===== src/rtl/divclk_tick_gen.sv =====
// -----------------------------------------------------------------------------
// divclk_tick_gen
//
// Consumer end of the divided-clock bus. One tap of divided_clocks is selected,
// brought into the fast clock domain through a two-flop synchronizer, and each
// rising edge of the synchronized tap is turned into a single-cycle tick
// strobe. A postscaler emits one tick every (postscale+1) qualifying edges, and
// a wrapping counter records how many ticks have been emitted. Downstream logic
// uses tick as a clock enable and is never clocked from a divided clock.
//
// Ports
//   clock          in   system clock, all logic on its rising edge
//   reset_n        in   asynchronous active-low reset
//   enable         in   1 = generate ticks, 0 = return to IDLE
//   tap_sel        in   index of the divided_clocks bit to follow
//   divided_clocks in   divided-clock bus from the clock divider
//   postscale      in   tick every (postscale+1) tap rising edges
//   tick           out  one-clock strobe (registered)
//   armed          out  1 while in RUN (registered)
//   tick_count     out  ticks since reset or since leaving IDLE, wraps
// -----------------------------------------------------------------------------
module divclk_tick_gen #(
    parameter int N_CLOCKS = 32,
    parameter int SEL_W    = 5,
    parameter int PS_W     = 8,
    parameter int CNT_W    = 16
) (
    input  logic                clock,
    input  logic                reset_n,
    input  logic                enable,
    input  logic [SEL_W-1:0]    tap_sel,
    input  logic [N_CLOCKS-1:0] divided_clocks,
    input  logic [PS_W-1:0]     postscale,
    output logic                tick,
    output logic                armed,
    output logic [CNT_W-1:0]    tick_count
);

    typedef enum logic [1:0] {
        ST_IDLE = 2'd0,
        ST_ARM  = 2'd1,
        ST_RUN  = 2'd2
    } state_t;

    state_t             state_q, state_d;
    logic               s1_q, s2_q, prev_q;
    logic [SEL_W-1:0]   tap_q;
    logic [PS_W-1:0]    ps_cnt_q, ps_cnt_d;
    logic [CNT_W-1:0]   cnt_q, cnt_d;
    logic               tick_q, tick_d;
    logic               armed_q, armed_d;

    logic               raw_s;
    logic               edge_s;
    logic               tap_chg_s;

    // Tap mux: an index beyond the bus matches no bit, so raw stays 0.
    always_comb begin
        raw_s = 1'b0;
        for (int i = 0; i < N_CLOCKS; i++) begin
            raw_s = (int'(tap_sel) == i) ? divided_clocks[i] : raw_s;
        end
    end

    assign edge_s    = s2_q & ~prev_q;
    assign tap_chg_s = (tap_sel != tap_q);

    // Next-state and output decode; enable beats tap change beats edge.
    always_comb begin
        state_d  = state_q;
        ps_cnt_d = ps_cnt_q;
        cnt_d    = cnt_q;
        tick_d   = 1'b0;
        if (!enable) begin
            state_d  = ST_IDLE;
            ps_cnt_d = {PS_W{1'b0}};
            cnt_d    = {CNT_W{1'b0}};
        end else begin
            case (state_q)
                ST_IDLE: begin
                    state_d  = ST_ARM;
                    ps_cnt_d = {PS_W{1'b0}};
                    cnt_d    = {CNT_W{1'b0}};
                end
                ST_ARM: begin
                    // The first edge after arming has unknown phase: swallow it.
                    ps_cnt_d = {PS_W{1'b0}};
                    if (tap_chg_s) begin
                        state_d = ST_ARM;
                    end else if (edge_s) begin
                        state_d = ST_RUN;
                    end else begin
                        state_d = ST_ARM;
                    end
                end
                ST_RUN: begin
                    if (tap_chg_s) begin
                        state_d  = ST_ARM;
                        ps_cnt_d = {PS_W{1'b0}};
                    end else if (edge_s) begin
                        // Exact match only: a postscale lowered below ps_cnt
                        // lets the counter run on and wrap before matching.
                        if (ps_cnt_q == postscale) begin
                            tick_d   = 1'b1;
                            ps_cnt_d = {PS_W{1'b0}};
                            cnt_d    = cnt_q + {{(CNT_W-1){1'b0}}, 1'b1};
                        end else begin
                            ps_cnt_d = ps_cnt_q + {{(PS_W-1){1'b0}}, 1'b1};
                        end
                    end else begin
                        state_d = ST_RUN;
                    end
                end
                default: begin
                    state_d  = ST_IDLE;
                    ps_cnt_d = {PS_W{1'b0}};
                    cnt_d    = {CNT_W{1'b0}};
                end
            endcase
        end
        armed_d = (state_d == ST_RUN);
    end

    // Synchronizer, edge history, tap register, FSM and registered outputs.
    always_ff @(posedge clock or negedge reset_n) begin
        if (!reset_n) begin
            s1_q     <= 1'b0;
            s2_q     <= 1'b0;
            prev_q   <= 1'b0;
            tap_q    <= {SEL_W{1'b0}};
            state_q  <= ST_IDLE;
            ps_cnt_q <= {PS_W{1'b0}};
            cnt_q    <= {CNT_W{1'b0}};
            tick_q   <= 1'b0;
            armed_q  <= 1'b0;
        end else begin
            s1_q     <= raw_s;
            s2_q     <= s1_q;
            prev_q   <= s2_q;
            tap_q    <= tap_sel;
            state_q  <= state_d;
            ps_cnt_q <= ps_cnt_d;
            cnt_q    <= cnt_d;
            tick_q   <= tick_d;
            armed_q  <= armed_d;
        end
    end

    assign tick       = tick_q;
    assign armed      = armed_q;
    assign tick_count = cnt_q;

endmodule


===== config.mk =====
export PLATFORM = sky130hd
export DESIGN_NAME = divclk_tick_gen
export DESIGN_NICKNAME = d
export VERILOG_FILES = /design/src/rtl/divclk_tick_gen.sv
export SDC_FILE = /design/constraint.sdc
export NUM_CORES = 1
export LEC_CHECK = 0
export BUFFER_PORTS_ARGS = -buffer_cell sky130_fd_sc_hd__buf_2
export CAP_MARGIN = 0
export CORE_UTILIZATION = 53
export CTS_CLUSTER_SIZE = 16
export DETAILED_ROUTE_END_ITERATION = 8
export HOLD_SLACK_MARGIN = 0.15
export PLACE_DENSITY = 0.8
export SETUP_SLACK_MARGIN = 0.15
export SLEW_MARGIN = 40
export SYNTH_ARGS = -nofsm -noshare
export SYNTH_HDL_FRONTEND = slang
export SYNTH_SLANG_ARGS = --single-unit

===== constraint.sdc =====
create_clock -name clock -period 2.1 [get_ports clock]
set_clock_uncertainty 0.15 [all_clocks]
set_input_delay 0.42 -clock clock [delete_from_list [all_inputs] [get_ports clock]]
set_output_delay 0.42 -clock clock [all_outputs]
set_load 0.05 [all_outputs]

## After elaboration in Yosys (flattened, before gate mapping)

Index checks and enable logic that the tools add are counted.

- Add/sub/neg operators: 2
- Multipliers: 0
- Divide/modulo/power cells: 0
- Magnitude comparators: 0
- Equal/unequal tests: 41
- Shift operators: 0
- Multiplexer cells: 53
- Bitwise logic cells: 2
- Reduce and logical (&&, ||, !) cells: 3

Operator list:

| cell | number |
|---|---|
| $eq A5 B5 Y1 const B | 16 |
| $mux W16 | 4 |
| $eq A5 B4 Y1 const B | 8 |
| $mux W8 | 5 |
| $mux W1 | 37 |
| $pmux W16 S2 | 1 |
| $eq A5 B3 Y1 const B | 4 |
| $add A16 B1 Y16 const B | 1 |
| $eq A5 B2 Y1 const B | 2 |
| $mux W2 | 5 |
| $ne A3 B3 Y1 const B | 3 |
| $add A8 B1 Y8 const B | 1 |
| $eq A8 B8 Y1 | 1 |
| $pmux W2 S3 | 1 |
| $eq A5 B1 Y1 const B | 1 |
| $logic_not A5 Y1 | 1 |
| $ne A5 B5 Y1 | 1 |
| $eq A2 B2 Y1 const B | 2 |
| $ne A4 B4 Y1 const B | 1 |
| $reduce_and A4 Y1 | 1 |
| $eq A2 B1 Y1 const B | 1 |
| $logic_not A2 Y1 | 1 |
| $ne A2 B2 Y1 const B | 1 |
| $and A1 B1 Y1 | 1 |
| $not A1 Y1 | 1 |

- Bits in registers: 36
- Latch bits: 0
- Memory bits (writable): 0
- Memory bits (read-only): 0
- Output and inout port bits: 18
- Memories: 0

## Depth between registers and ports, before layout

Gate-level depths: netlist (run 1).

- Depth in word-level cells: 33
- Mapped depth: 7
- Depth with buffers taken out: 6

## Least setup slack after synthesis (run 1)

Ideal clock, no wire load.

- Path kind: register to register
- Start point: register cnt_q[1] (netlist: tick_count[1])
- End point: register cnt_q[8] (netlist: tick_count[8])
- Arrival: 1,789 ps
- Setup slack: 17 ps
- Stages on the path, launching flop included: 7
- Clock period less this slack: 2,083 ps
- Path through: dfrtp_1 ha_1 and3_1 and3_1 nand3_1 o311ai_0 o31ai_1

- Cells in the longest elaborated chain, start to end: 6

Ends and longest elaborated chain:

| element | RTL line | source |
|---|---|---|
| start: declaration | 49 | `logic [CNT_W-1:0] cnt_q, cnt_d;` |
| start signal: assignment | 133 | `cnt_q <= {CNT_W{1'b0}};` |
| start signal: assignment | 143 | `cnt_q <= cnt_d;` |
| $add A16 B1 Y16 | 106 | `cnt_d = cnt_q + {{(CNT_W-1){1'b0}}, 1'b1};` |
| $mux W16 | 103 | `if (ps_cnt_q == postscale) begin` |
| $mux W16 | 100 | `end else if (edge_s) begin` |
| $mux W16 | 97 | `if (tap_chg_s) begin` |
| $pmux W16 S2 | 79 | `case (state_q)` |
| $mux W16 | 74 | `if (!enable) begin` |

No other way between the ends. The select of a mux whose other input is x is not followed.
A chain may end at the register's enable or synchronous reset.

## Final worst setup path (run 1)

- Start point: register ps_cnt_q[4]
- End point: register cnt_q[3] (netlist: tick_count[3])

- Cells in the longest elaborated chain, start to end: 3

Ends and longest elaborated chain:

| element | RTL line | source |
|---|---|---|
| start: declaration | 48 | `logic [PS_W-1:0] ps_cnt_q, ps_cnt_d;` |
| start signal: assignment | 132 | `ps_cnt_q <= {PS_W{1'b0}};` |
| start signal: assignment | 142 | `ps_cnt_q <= ps_cnt_d;` |
| $eq A8 B8 Y1 | 103 |  |
| $ne A3 B3 Y1 (no source line) | n/a |  |
| $reduce_and A4 Y1 (no source line) | n/a |  |

No other way between the ends.

==> results of run 1 <==
## timing repair
action | in CTS | in global routing
resized for setup | 4 | 20
hold buffers | 1 | 0
setup buffers | 3 | 0
cloned | 1 | 0
endpoints found under the setup margin | 16 | 16
hold endpoints to repair | 20 | 0
pin swaps | 3 | 2
## metal layers
| metal | vias to the layer above | part of all wire [%] |
|---|---|---|
| li1 | 1174 | - |
| met1 | 1126 | 45 |
| met2 | 74 | 49 |
| met3 | 10 | 4.4 |
| met4 | 0 | 1.5 |
| met5 | - | 0 |
## flip-flops by register name, summed over array words and instances, names as in the netlist
| signal | count |
|---|---|
| state_q | 2 |
| tick | 1 |
| tap_q | 5 |
| tick_count | 16 |
| ps_cnt_q | 8 |
| armed | 1 |
| prev_q | 1 |
| s2_q | 1 |
| s1_q | 1 |
## Yosys cell counts (6+ instances only)
cell,n,area (um^2)
a21oi_1,15,75.07
and3_1,8,50.05
buf_2,7,35.03
clkbuf_1,8,30.03
dfrtp_1,36,900.9
inv_1,6,22.52
mux2i_1,18,180.2
nand2_1,26,97.59
nand2b_1,12,75.07
nand3_1,17,85.08
nand4_1,8,50.05
nor2b_1,6,37.54
o21ai_0,10,50.05
o311ai_0,7,61.31
o31ai_1,6,45.04
xor2_1,9,78.83
## power by group through the flow
stage	logic [mW]	registers, mW	clock network, mW
detailed placement	0.242	0.729	0
floorplan	0.144	0.727	0
finish	0.251	0.715	0.501
global route	0.277	0.716	0.551
global placement	0.238	0.727	0
CTS	0.249	0.715	0.513
## cell families after synthesis
| logic type | Yosys count |
|---|---|
| AOI/OAI and AO/OA | 67 |
| xor gates and xnor gates | 13 |
| adders and majority gates | 2 |
| buffers and inverters | 25 |
| DFF | 36 |
| muxes | 20 |
| and+or+nand+nor | 111 |
## per-stage QoR
step | total power, mW | worst slack (ns) | util [%] | hold WS [ns]
6_report | 1.467 | 0.08927 | 71.22 | 0.1865
5_1_grt | 1.544 | 0.02122 | 71.22 | 0.1669
4_1_cts | 1.478 | 0.1441 | 69.63 | 0.1770
3_5_place_dp | 0.9708 | -0.1135 | 66.33 | 0.1847
3_3_place_gp | 0.9652 | -0.06369 | 66.33 | 0.1861
2_1_floorplan | 0.8712 | 0.1557 | - | -0.02559
## worst paths after layout
check                      cells past startpoint        start       endpoint
max                                            6  ps_cnt_q[4]  tick_count[3]
min                                            1   tap_sel[1]       tap_q[1]
max reg2reg                                    6  ps_cnt_q[4]  tick_count[3]
min reg2reg                                    0         s1_q           s2_q
max in group asynchronous                      3      reset_n           s1_q
min in group asynchronous                      2      reset_n  tick_count[5]
## final cells by class
| type | instances | area share [%] |
|---|---|---|
| Inverter | 6 | 0.7067 |
| Sequential cell | 36 | 28.35 |
| Timing Repair Buffer | 87 | 15.98 |
| Clock buffer | 8 | 2.827 |
| Multi-Input combinational cell | 214 | 50.10 |
| Tap cell | 52 | 2.042 |
==> impl_results.rst, run 1 <==
.. list-table::
   :header-rows: 1

   * - Metric
     - Value
   * - Total via count after detailed routing
     - 2384
   * - Initial antenna violation count
     - 0
   * - Clock root cell
     - clkbuf_8
   * - Most common library cell in the layout ignoring fill and taps
     - buf_2
   * - Peak-usage layer in the global routing report
     - met2
   * - Element type at the critical path start
     - flip-flop
   * - Count of nets after finishing
     - 400
   * - Placer congestion estimate
     - approximately 0.80
   * - Share of the cycle needed by the critical path after routing
     - 95.75%
   * - Net Count, Synth
     - 324
   * - PortBufs
     - 65
   * - Worst hold path type
     - primary input to flip-flop
   * - Fraction of synthesized area in multiplexers
     - 8.036%
   * - Vias in the first global route
     - 2166
   * - Number of cell rows
     - 24
   * - CTS Buffer Depth
     - 2
   * - Unrepaired setup endpoints after global routing
     - true
   * - Non-filler cells in the finished layout
     - 403
   * - Setup violation total in the final timing report
     - 0
   * - Mapped Cells
     - 274
   * - Sequential standard cell area
     - around 900 um^2
   * - Combinational Power Share
     - 17.1%
   * - Data required, critical path
     - approximately 2.1 ns
   * - Post-Route Setup TNS
     - 0 ns
   * - Post-synthesis sequential area ratio
     - 35.71%
   * - Clock share of power
     - 34.2%
   * - Antenna-violating nets left
     - 0
   * - Data arrival time of the worst path
     - between 2 and 2.5 ns
   * - CP max FO
     - 8
   * - Number of distinct library cells after synthesis
     - 56
   * - ANT cells
     - 0
   * - GR met3 Demand/Resource
     - under 10%
   * - Post-Syn Area
     - 0.002522 mm^2
   * - Post-detailed-route via-to-cell ratio
     - 5.916
   * - Sequential share of power
     - 48.8%
   * - Average wire per cell in the routed design
     - approximately 14 um
   * - Static leakage
     - 1.456 nW
   * - Detailed Route WL
     - 5832 um
   * - Count of synthesis-stage warnings from yosys
     - 0
   * - First-pass GRT wire length
     - ~9500 um
   * - Top library cells by usage in the layout, fill and taps aside
     - buf_2, dfrtp_1, nand2_1
   * - Post-Synth Adder-Cell Area
     - 0.9921%
   * - Reported net switching power
     - around 0.37 mW
   * - Worst setup slack for register-to-register paths
     - 0.09 ns
   * - Hold Fails Final Rpt
     - 0
   * - Largest net degree at the start of global routing
     - 28
   * - Number of remaining DRC errors
     - 2
   * - CTS tree
     - yes
   * - Clock transition at the registers of the reported paths
     - 0.07 ns
   * - Cell Int Power
     - 1.095 mW
   * - Violation count after the first detailed-routing iteration
     - 141
   * - Area of all placed cells without fillers
     - 0.003187 mm^2
   * - Element type at the critical path end
     - flip-flop
   * - Power density over the cells
     - ~460 mW/mm^2
   * - Vert. Die Dim
     - roughly 70 um
   * - Area used by multi-input combinational logic
     - 0.001597 mm^2
   * - Top delay family on crit path
     - simple AND/OR/NAND/NOR gates
   * - Async SR Flop Fraction
     - 100.0%
   * - Starting density of the core
     - about 56%
   * - Clock buffers created by TritonCTS
     - 5
   * - Count of flip-flops with a built-in enable after synthesis
     - 0
   * - Global-route met2 utilization
     - 40.81%
   * - H-tree depth reported by CTS
     - 2
   * - Post-synthesis share of cell area spent on and, or, nand and nor gates
     - 27.78%
   * - Post-detail-place hpwl
     - between 3000 and 4000 um
   * - Ys flop type
     - dfrtp_1
   * - Post-synthesis xor/xnor area fraction
     - 4.812%
   * - Area grow syn2layout
     - 26.34%
   * - Grt total ovfl
     - 0
   * - Global-route usage over all layers
     - between 20% and 30%
   * - Met1 track demand over resource in global routing
     - 29.85%
   * - Placed cell area
     - 0.002968 mm^2
   * - Least-Margin Pin Slew
     - 0.4996 ns
   * - Flops & latches, synth
     - 36
   * - Slew Viols, Final
     - 0
   * - Maximum frequency from static timing analysis
     - 497.3 MHz
   * - IR drop worst, VDD
     - around 0.26 mV
   * - Horiz. Die Dim
     - 70.99 um
   * - Avg Inst Size Synth
     - 9.206 um^2
   * - Clock sink count
     - 36
   * - Core Region
     - 0.004474 mm^2
   * - Number of fillers in the final layout
     - 343
   * - Critical path's slowest cell
     - dfrtp_1
   * - Synthesized-area fraction occupied by ao, oa, aoi and oai cells
     - 18.01%
   * - Headroom to the max-slew limit
     - approximately two thirds
   * - Ordered list of cells on the worst path
     - xor2_1 -> nor4_4 -> buf_4 -> nand4b_4 -> or2_4 -> o31ai_2
   * - Final worst path period need
     - 2.011 ns
   * - Status
     - finished with violations
   * - Crit Path Class
     - flip-flop to flip-flop
   * - Number of iterations in the first detailed-routing pass
     - 8
   * - Largest family of logic cells by synthesized area
     - simple AND/OR/NAND/NOR gates
   * - Proportion of layout cells with a drive suffix above 1
     - 35.61%
   * - Switching Fraction
     - between 20% and 30%
   * - Total die area
     - between 0.005 and 0.006 mm^2
   * - Failing checks
     - DRC
   * - Number of cells after detailed placement
     - 390
   * - CP Buf/Inv Count
     - 1
   * - CP max stage delay
     - 0.40 ns
   * - Maximum capacitance violations
     - 0
   * - Clock latency on the worst-skew pair
     - roughly 0.28 ns
   * - I/O pin count
     - 66
(Power assumes the default switching activity.)
==> run 2, diff against run 1 <==
Settings changed: CORE_UTILIZATION 53 to 55, CTS_BUF_LIST set to sky130_fd_sc_hd__clkbuf_8, PLACE_DENSITY 0.8 to 0.83.
==> run 2 against run 1 <==
The flow now finishes without violations. Combinational power barely moved. Core utilization rose by 0.86 points. Register-to-register slack better by 0.02 ns. Clock-buffer cell count shrank 1. Cell count increased by 0.25%. First-iteration DRC count grew 20%. Total power up 2.1%. Die area shrank 3.5%. Worst hold slack improved by 0.024 ns. Sequential share of layout area rose by 0.24 points. Global-route usage is 1.1 points lower. Critical path type unchanged. Largest cell class unchanged. Largest power group unchanged. Highest routed layer unchanged.
==> impl_results.rst, run 2 (synthesis results as in run 1) <==
.. list-table::
   :header-rows: 1

   * - Metric
     - Value
   * - CP max FO
     - 16 (+8)
   * - Proportion of layout cells with a drive suffix above 1
     - 32.67% (-2.9 points)
   * - Vert. Die Dim
     - 69.72 um (-1.8%)
   * - Hold Fails Final Rpt
     - 0 (unchanged)
   * - Number of fillers in the final layout
     - 347 (+1.2%)
   * - Headroom to the max-slew limit
     - 71.85% (+5.2 points)
   * - Maximum capacitance violations
     - 0 (unchanged)
   * - Number of remaining DRC errors
     - 0 (-2)
   * - IR drop worst, VDD
     - 0.3799 mV (+45%)
   * - Sequential share of power
     - 47.7% (-1.1 points)
   * - ANT cells
     - 0 (unchanged)
   * - Setup violation total in the final timing report
     - 0 (unchanged)
   * - Initial antenna violation count
     - 0 (unchanged)
   * - Most common library cell in the layout ignoring fill and taps
     - buf_2
   * - Antenna-violating nets left
     - 0 (unchanged)
   * - Clock root cell
     - clkbuf_8
   * - Top library cells by usage in the layout, fill and taps aside
     - buf_2, dfrtp_1, nand2_1
   * - Average wire per cell in the routed design
     - 13.27 um (-8.3%)
   * - Clock latency on the worst-skew pair
     - 0.28 ns (about the same)
   * - Power density over the cells
     - 474.0 mW/mm^2 (+3.0%)
   * - Placer congestion estimate
     - 0.8087 (+1.2%)
   * - Share of the cycle needed by the critical path after routing
     - 94.94% (-0.81 points)
   * - Detailed Route WL
     - 5361 um (-8.1%)
   * - Clock transition at the registers of the reported paths
     - 0.08 ns (about the same)
   * - Count of nets after finishing
     - 401 (+0.25%)
   * - Cell Int Power
     - 1.124 mW (+2.6%)
   * - Area grow syn2layout
     - 25.30%
   * - Crit Path Class
     - flip-flop to flip-flop
   * - PortBufs
     - 65 (unchanged)
   * - H-tree depth reported by CTS
     - 2 (unchanged)
   * - Slew Viols, Final
     - 0 (unchanged)
   * - Static leakage
     - 1.470 nW (+0.92%)
   * - Clock share of power
     - 35.6% (+1.4 points)
   * - Least-Margin Pin Slew
     - 0.4223 ns (-0.07735 ns)
   * - Switching Fraction
     - 24.97% (-0.37 points)
   * - Starting density of the core
     - 57.53% (+1.2 points)
   * - Number of cell rows
     - 24 (unchanged)
   * - Element type at the critical path start
     - flip-flop
   * - Worst hold path type
     - flip-flop to flip-flop
   * - Critical path's slowest cell
     - dfrtp_1
   * - Final worst path period need
     - 1.994 ns (-0.01701 ns)
   * - Maximum frequency from static timing analysis
     - 501.6 MHz (+0.85%)
   * - Horiz. Die Dim
     - 69.72 um (-1.8%)
   * - Unrepaired setup endpoints after global routing
     - true
   * - Clock buffers created by TritonCTS
     - 5 (unchanged)
   * - Global-route usage over all layers
     - 22.49% (-1.1 points)
   * - Largest net degree at the start of global routing
     - 30 (+7.1%)
   * - Violation count after the first detailed-routing iteration
     - 169 (+20%)
   * - Combinational Power Share
     - 16.7% (-0.4 points)
   * - Post-detailed-route via-to-cell ratio
     - 5.819 (-1.6%)
   * - Reported net switching power
     - 0.3741 mW (+0.65%)
   * - Grt total ovfl
     - 0 (unchanged)
   * - CTS tree
     - yes
   * - First-pass GRT wire length
     - 9094 um (-4.6%)
   * - CP Buf/Inv Count
     - 1 (unchanged)
   * - Ordered list of cells on the worst path
     - xor2_1 -> nor4_4 -> nand4b_4 -> buf_12 -> mux2_2 -> a32o_1
   * - Placed cell area
     - 0.002978 mm^2 (+0.34%)
   * - CP max stage delay
     - 0.41 ns (about the same)
   * - Total via count after detailed routing
     - 2351 (-1.4%)
   * - I/O pin count
     - 66 (unchanged)
   * - Clock sink count
     - 36 (unchanged)
   * - Core Region
     - 0.004384 mm^2 (-2.0%)
   * - Element type at the critical path end
     - flip-flop
   * - Data arrival time of the worst path
     - 2.01 ns (-0.03 ns)
   * - Total die area
     - 0.004861 mm^2 (-3.5%)
   * - CTS Buffer Depth
     - 2 (unchanged)
   * - Number of flip-flops in the largest register
     - 16 (unchanged)
   * - Top delay family on crit path
     - simple AND/OR/NAND/NOR gates
   * - Post-route worst hold slack
     - 0.2103 ns (+0.02381 ns)
   * - Setup ws final
     - 0.1063 ns (+0.01701 ns)
   * - Utilization after layout
     - 72.09% (+0.86 points)
   * - Data required, critical path
     - 2.12 ns (about the same)
   * - Status
     - finished clean
   * - Number of iterations in the first detailed-routing pass
     - 4 (-4)
   * - Area of all placed cells without fillers
     - 0.003161 mm^2 (-0.82%)
   * - Post-Place Setup Slack
     - -0.06863 ns (+0.04486 ns)
   * - Post-detail-place hpwl
     - 3961 um (+0.28%)
   * - Vias in the first global route
     - 2090 (-3.5%)
run 2: cell count changes in the layout (fill, tap and decap cells not counted), sizes merged:
cell    delta
buf        +2
inv        +1
nand4b     -1
clkbuf     -1
run 2: layout make-up:
cell class / count / area, um^2 / share of cell area [%]
multi-input combinational: 213 / 1524 / 48.22
clock buffer: 7 / 96.34 / 3.048
timing repair buffer: 89 / 545.5 / 17.26
tap: 52 / 65.06 / 2.059
inverter: 6 / 22.52 / 0.7126
sequential: 36 / 903.4 / 28.58
clock inverter: 1 / 3.754 / 0.1188
run 2: path summary, 6_finish.rpt:
kind                              from            end  slack (ns)  depth (start not counted)
setup / recovery           ps_cnt_q[6]  tick_count[1]        0.11                          6
hold / removal                    s1_q           s2_q        0.21                          0
setup reg to reg           ps_cnt_q[6]  tick_count[1]        0.11                          6
hold reg to reg                   s1_q           s2_q        0.21                          0
max in group asynchronous      reset_n    ps_cnt_q[0]        0.89                          3
min in group asynchronous      reset_n    ps_cnt_q[6]        0.45                          2
run 2: power by group through the flow:
stage | clock network [mW] | logic, mW | registers [mW]
4_1_cts | 0.542 | 0.252 | 0.715
3_3_place_gp | 0 | 0.242 | 0.727
3_5_place_dp | 0 | 0.249 | 0.729
5_1_grt | 0.585 | 0.277 | 0.717
6_report | 0.533 | 0.250 | 0.715
2_1_floorplan | 0 | 0.144 | 0.727
run 2: repair_timing:
| action | in CTS | in global routing |
|---|---|---|
| pin swaps | 2 | 3 |
| endpoints found under the setup margin | 10 | 17 |
| gates resized for setup | 4 | 8 |
| hold endpoints to repair | 16 | 0 |
| hold buffers | 1 | 0 |
| setup buffers | 3 | 4 |
| gates cloned | 0 | 0 |
run 2: metal layers:
layer | up-vias | GRT usage, % | share of wire [%]
li1 | 1171 | - | -
met2 | 76 | 37.54 | 49
met3 | 6 | 4.360 | 5.4
met1 | 1098 | 30.45 | 44
met5 | - | 0 | 0
met4 | 0 | 4.889 | 0.95
run 2: stage by stage:
step           TNS (ns)  total power [mW]  instances
2_1_floorplan         0            0.8712        274
3_3_place_gp   -0.05936            0.9691        388
3_5_place_dp    -0.3308            0.9776        388
4_1_cts               0             1.509        400
5_1_grt               0             1.579        404
6_report              0             1.498        404
==> run 3, diff against run 2 <==
Settings changed: CORE_ASPECT_RATIO set to 0.7, CORE_UTILIZATION 55 to 25, PLACE_DENSITY 0.83 to unset.
==> run 3 against run 2 <==
Die area rose by 120%. Worst hold slack worse by 0.037 ns. Final area increased by 2.7%. Non-clock buffer count increased by 3. Highest routed layer unchanged.
==> impl_results.rst, run 3 (synthesis results as in run 1) <==
.. list-table::
   :header-rows: 1

   * - Metric
     - Value
   * - ANT cells
     - 0 (unchanged)
   * - Number of iterations in the first detailed-routing pass
     - 4 (unchanged)
   * - I/O pin count
     - 66 (unchanged)
   * - Global-route usage over all layers
     - 12.26% (-10 points)
   * - Number of remaining DRC errors
     - 0 (unchanged)
   * - Clock latency on the worst-skew pair
     - 0.28 ns (about the same)
   * - Clock root cell
     - clkbuf_8
   * - Initial antenna violation count
     - 0 (unchanged)
   * - Status
     - finished clean
   * - Horiz. Die Dim
     - 122.1 um (+75%)
   * - Unrepaired setup endpoints after global routing
     - true
   * - Area grow syn2layout
     - 28.67%
   * - Most common library cell in the layout ignoring fill and taps
     - buf_2
   * - Placed cell area
     - 0.003085 mm^2 (+3.6%)
   * - R2R Path Start
     - ps_cnt_q[6]
   * - Post-route worst hold slack
     - 0.1729 ns (-0.03738 ns)
   * - Total via count after detailed routing
     - 2344 (-0.30%)
   * - Worst hold path type
     - primary input to flip-flop
   * - Core Region
     - 0.009759 mm^2 (+120%)
   * - Setup violation total in the final timing report
     - 0 (unchanged)
   * - CTS tree
     - yes
   * - Headroom to the max-slew limit
     - 73.04% (+1.2 points)
   * - Share of the cycle needed by the critical path after routing
     - 95.18% (+0.24 points)
   * - CP max FO
     - 11 (-5)
   * - Utilization after layout
     - 33.26% (-39 points)
   * - Proportion of layout cells with a drive suffix above 1
     - 32.68% (about the same)
   * - Post-detailed-route via-to-cell ratio
     - 4.853 (-17%)
   * - H-tree depth reported by CTS
     - 2 (unchanged)
   * - Post-detail-place hpwl
     - 4741 um (+20%)
   * - IR drop worst, VDD
     - 0.2434 mV (-36%)
   * - Data required, critical path
     - 2.12 ns (about the same)
   * - Antenna-violating nets left
     - 0 (unchanged)
   * - Element type at the critical path end
     - flip-flop
   * - Grt total ovfl
     - 0 (unchanged)
   * - Average wire per cell in the routed design
     - 12.93 um (-2.6%)
   * - Maximum frequency from static timing analysis
     - 500.3 MHz (-0.25%)
   * - Final Total Pwr
     - 1.471 mW (-1.8%)
   * - Static leakage
     - 1.467 nW (-0.17%)
   * - CTS Buffer Depth
     - 2 (unchanged)
   * - Capturing instance or port of the critical path
     - tick_count[1]
   * - Startpoint of the most critical setup path
     - ps_cnt_q[6]
   * - Top library cells by usage in the layout, fill and taps aside
     - buf_2, dfrtp_1, nand2_1
   * - Number of cell rows
     - 30 (+25%)
   * - Clock sink count
     - 36 (unchanged)
   * - Count of nets after finishing
     - 404 (+0.75%)
   * - Hold Fails Final Rpt
     - 0 (unchanged)
   * - Post-Route Setup TNS
     - 0 ns (unchanged)
   * - Clock buffers created by TritonCTS
     - 5 (unchanged)
   * - Power density over the cells
     - 453.1 mW/mm^2 (-4.4%)
   * - PortBufs
     - 65 (unchanged)
   * - Vias in the first global route
     - 2164 (+3.5%)
   * - Violation count after the first detailed-routing iteration
     - 180 (+6.5%)
   * - Detailed Route WL
     - 6245 um (+16%)
   * - Vert. Die Dim
     - 86.04 um (+23%)
   * - Clock transition at the registers of the reported paths
     - 0.07 ns (about the same)
   * - Data arrival time of the worst path
     - 2.02 ns (about the same)
   * - Maximum capacitance violations
     - 0 (unchanged)
   * - Area of all placed cells without fillers
     - 0.003246 mm^2 (+2.7%)
   * - Starting density of the core
     - 25.85% (-32 points)
   * - Worst setup slack for register-to-register paths
     - 0.10 ns (about the same)
   * - Number of flip-flops in the largest register
     - 16 (unchanged)
   * - Least-Margin Pin Slew
     - 0.4044 ns (-0.01787 ns)
   * - Placer congestion estimate
     - 0.7869 (-2.7%)
   * - Worst reg2reg endpoint
     - tick_count[1]
   * - First-pass GRT wire length
     - 10330 um (+14%)
   * - Total die area
     - 0.01050 mm^2 (+120%)
   * - Final worst path period need
     - 1.999 ns (+0.004972 ns)
   * - Worst Reg2Reg Path Length in Cells
     - 6 (unchanged)
   * - Largest net degree at the start of global routing
     - 29 (-3.3%)
   * - Crit Path Class
     - flip-flop to flip-flop
   * - Slew Viols, Final
     - 0 (unchanged)
   * - Element type at the critical path start
     - flip-flop
run 3: critical path: stages, from the launching register on:
cell and delay, ns:
dfrtp_1 0.41, xor2_1 0.18, nor4_4 0.35, nand4b_4 0.16
buf_6 0.17, mux2_2 0.26, a32o_1 0.21
run 3: cell type report:
| class | count | area (um^2) |
|---|---|---|
| Fill cell | 1027 | 6514 |
| Multi-Input combinational cell | 213 | 1521 |
| Sequential cell | 36 | 904.6 |
| Clock inverter | 2 | 7.507 |
| Timing Repair Buffer | 92 | 546.8 |
| Tap cell | 128 | 160.2 |
| Inverter | 6 | 22.52 |
| Clock buffer | 6 | 82.58 |
run 3: worst min path at each step:
stage	from	end	slack [ns]	cells past startpoint
finish	tap_sel[1]	tap_q[1]	0.17	1
global route	tap_sel[1]	tap_q[1]	0.16	1
CTS	tap_sel[1]	tap_q[1]	0.16	1
detailed placement	s1_q	s2_q	0.19	0
global placement	s1_q	s2_q	0.18	0
floorplan	reset_n	armed	-0.03	0
run 3: routing by layer:
metal	vias to the layer above	share of wire, %	GRT usage (%)
met2	47	42	18.13
li1	1175	-	-
met4	0	0.30	2.661
met5	-	0	0
met3	2	4.5	2.726
met1	1120	53	18.02
run 3: power by group:
part / internal [mW] / switching, mW / total (mW)
registers: 0.709 / 0.00596 / 0.715
logic: 0.119 / 0.135 / 0.254
clock network: 0.258 / 0.244 / 0.502
total: 1.09 / 0.385 / 1.47
run 3: timing repair:
item,CTS,global route
pin swaps,2,2
setup buffers,3,2
endpoints found under the setup margin,12,15
hold buffers,1,0
gates resized for setup,9,3
hold endpoints to repair,14,0
run 3: per-stage QoR:
step	worst slack [ns]	instances
6_report	0.1013	483
5_1_grt	0.02475	483
4_1_cts	0.07851	481
3_5_place_dp	-0.1045	469
3_3_place_gp	-0.07079	469
2_1_floorplan	0.1557	274
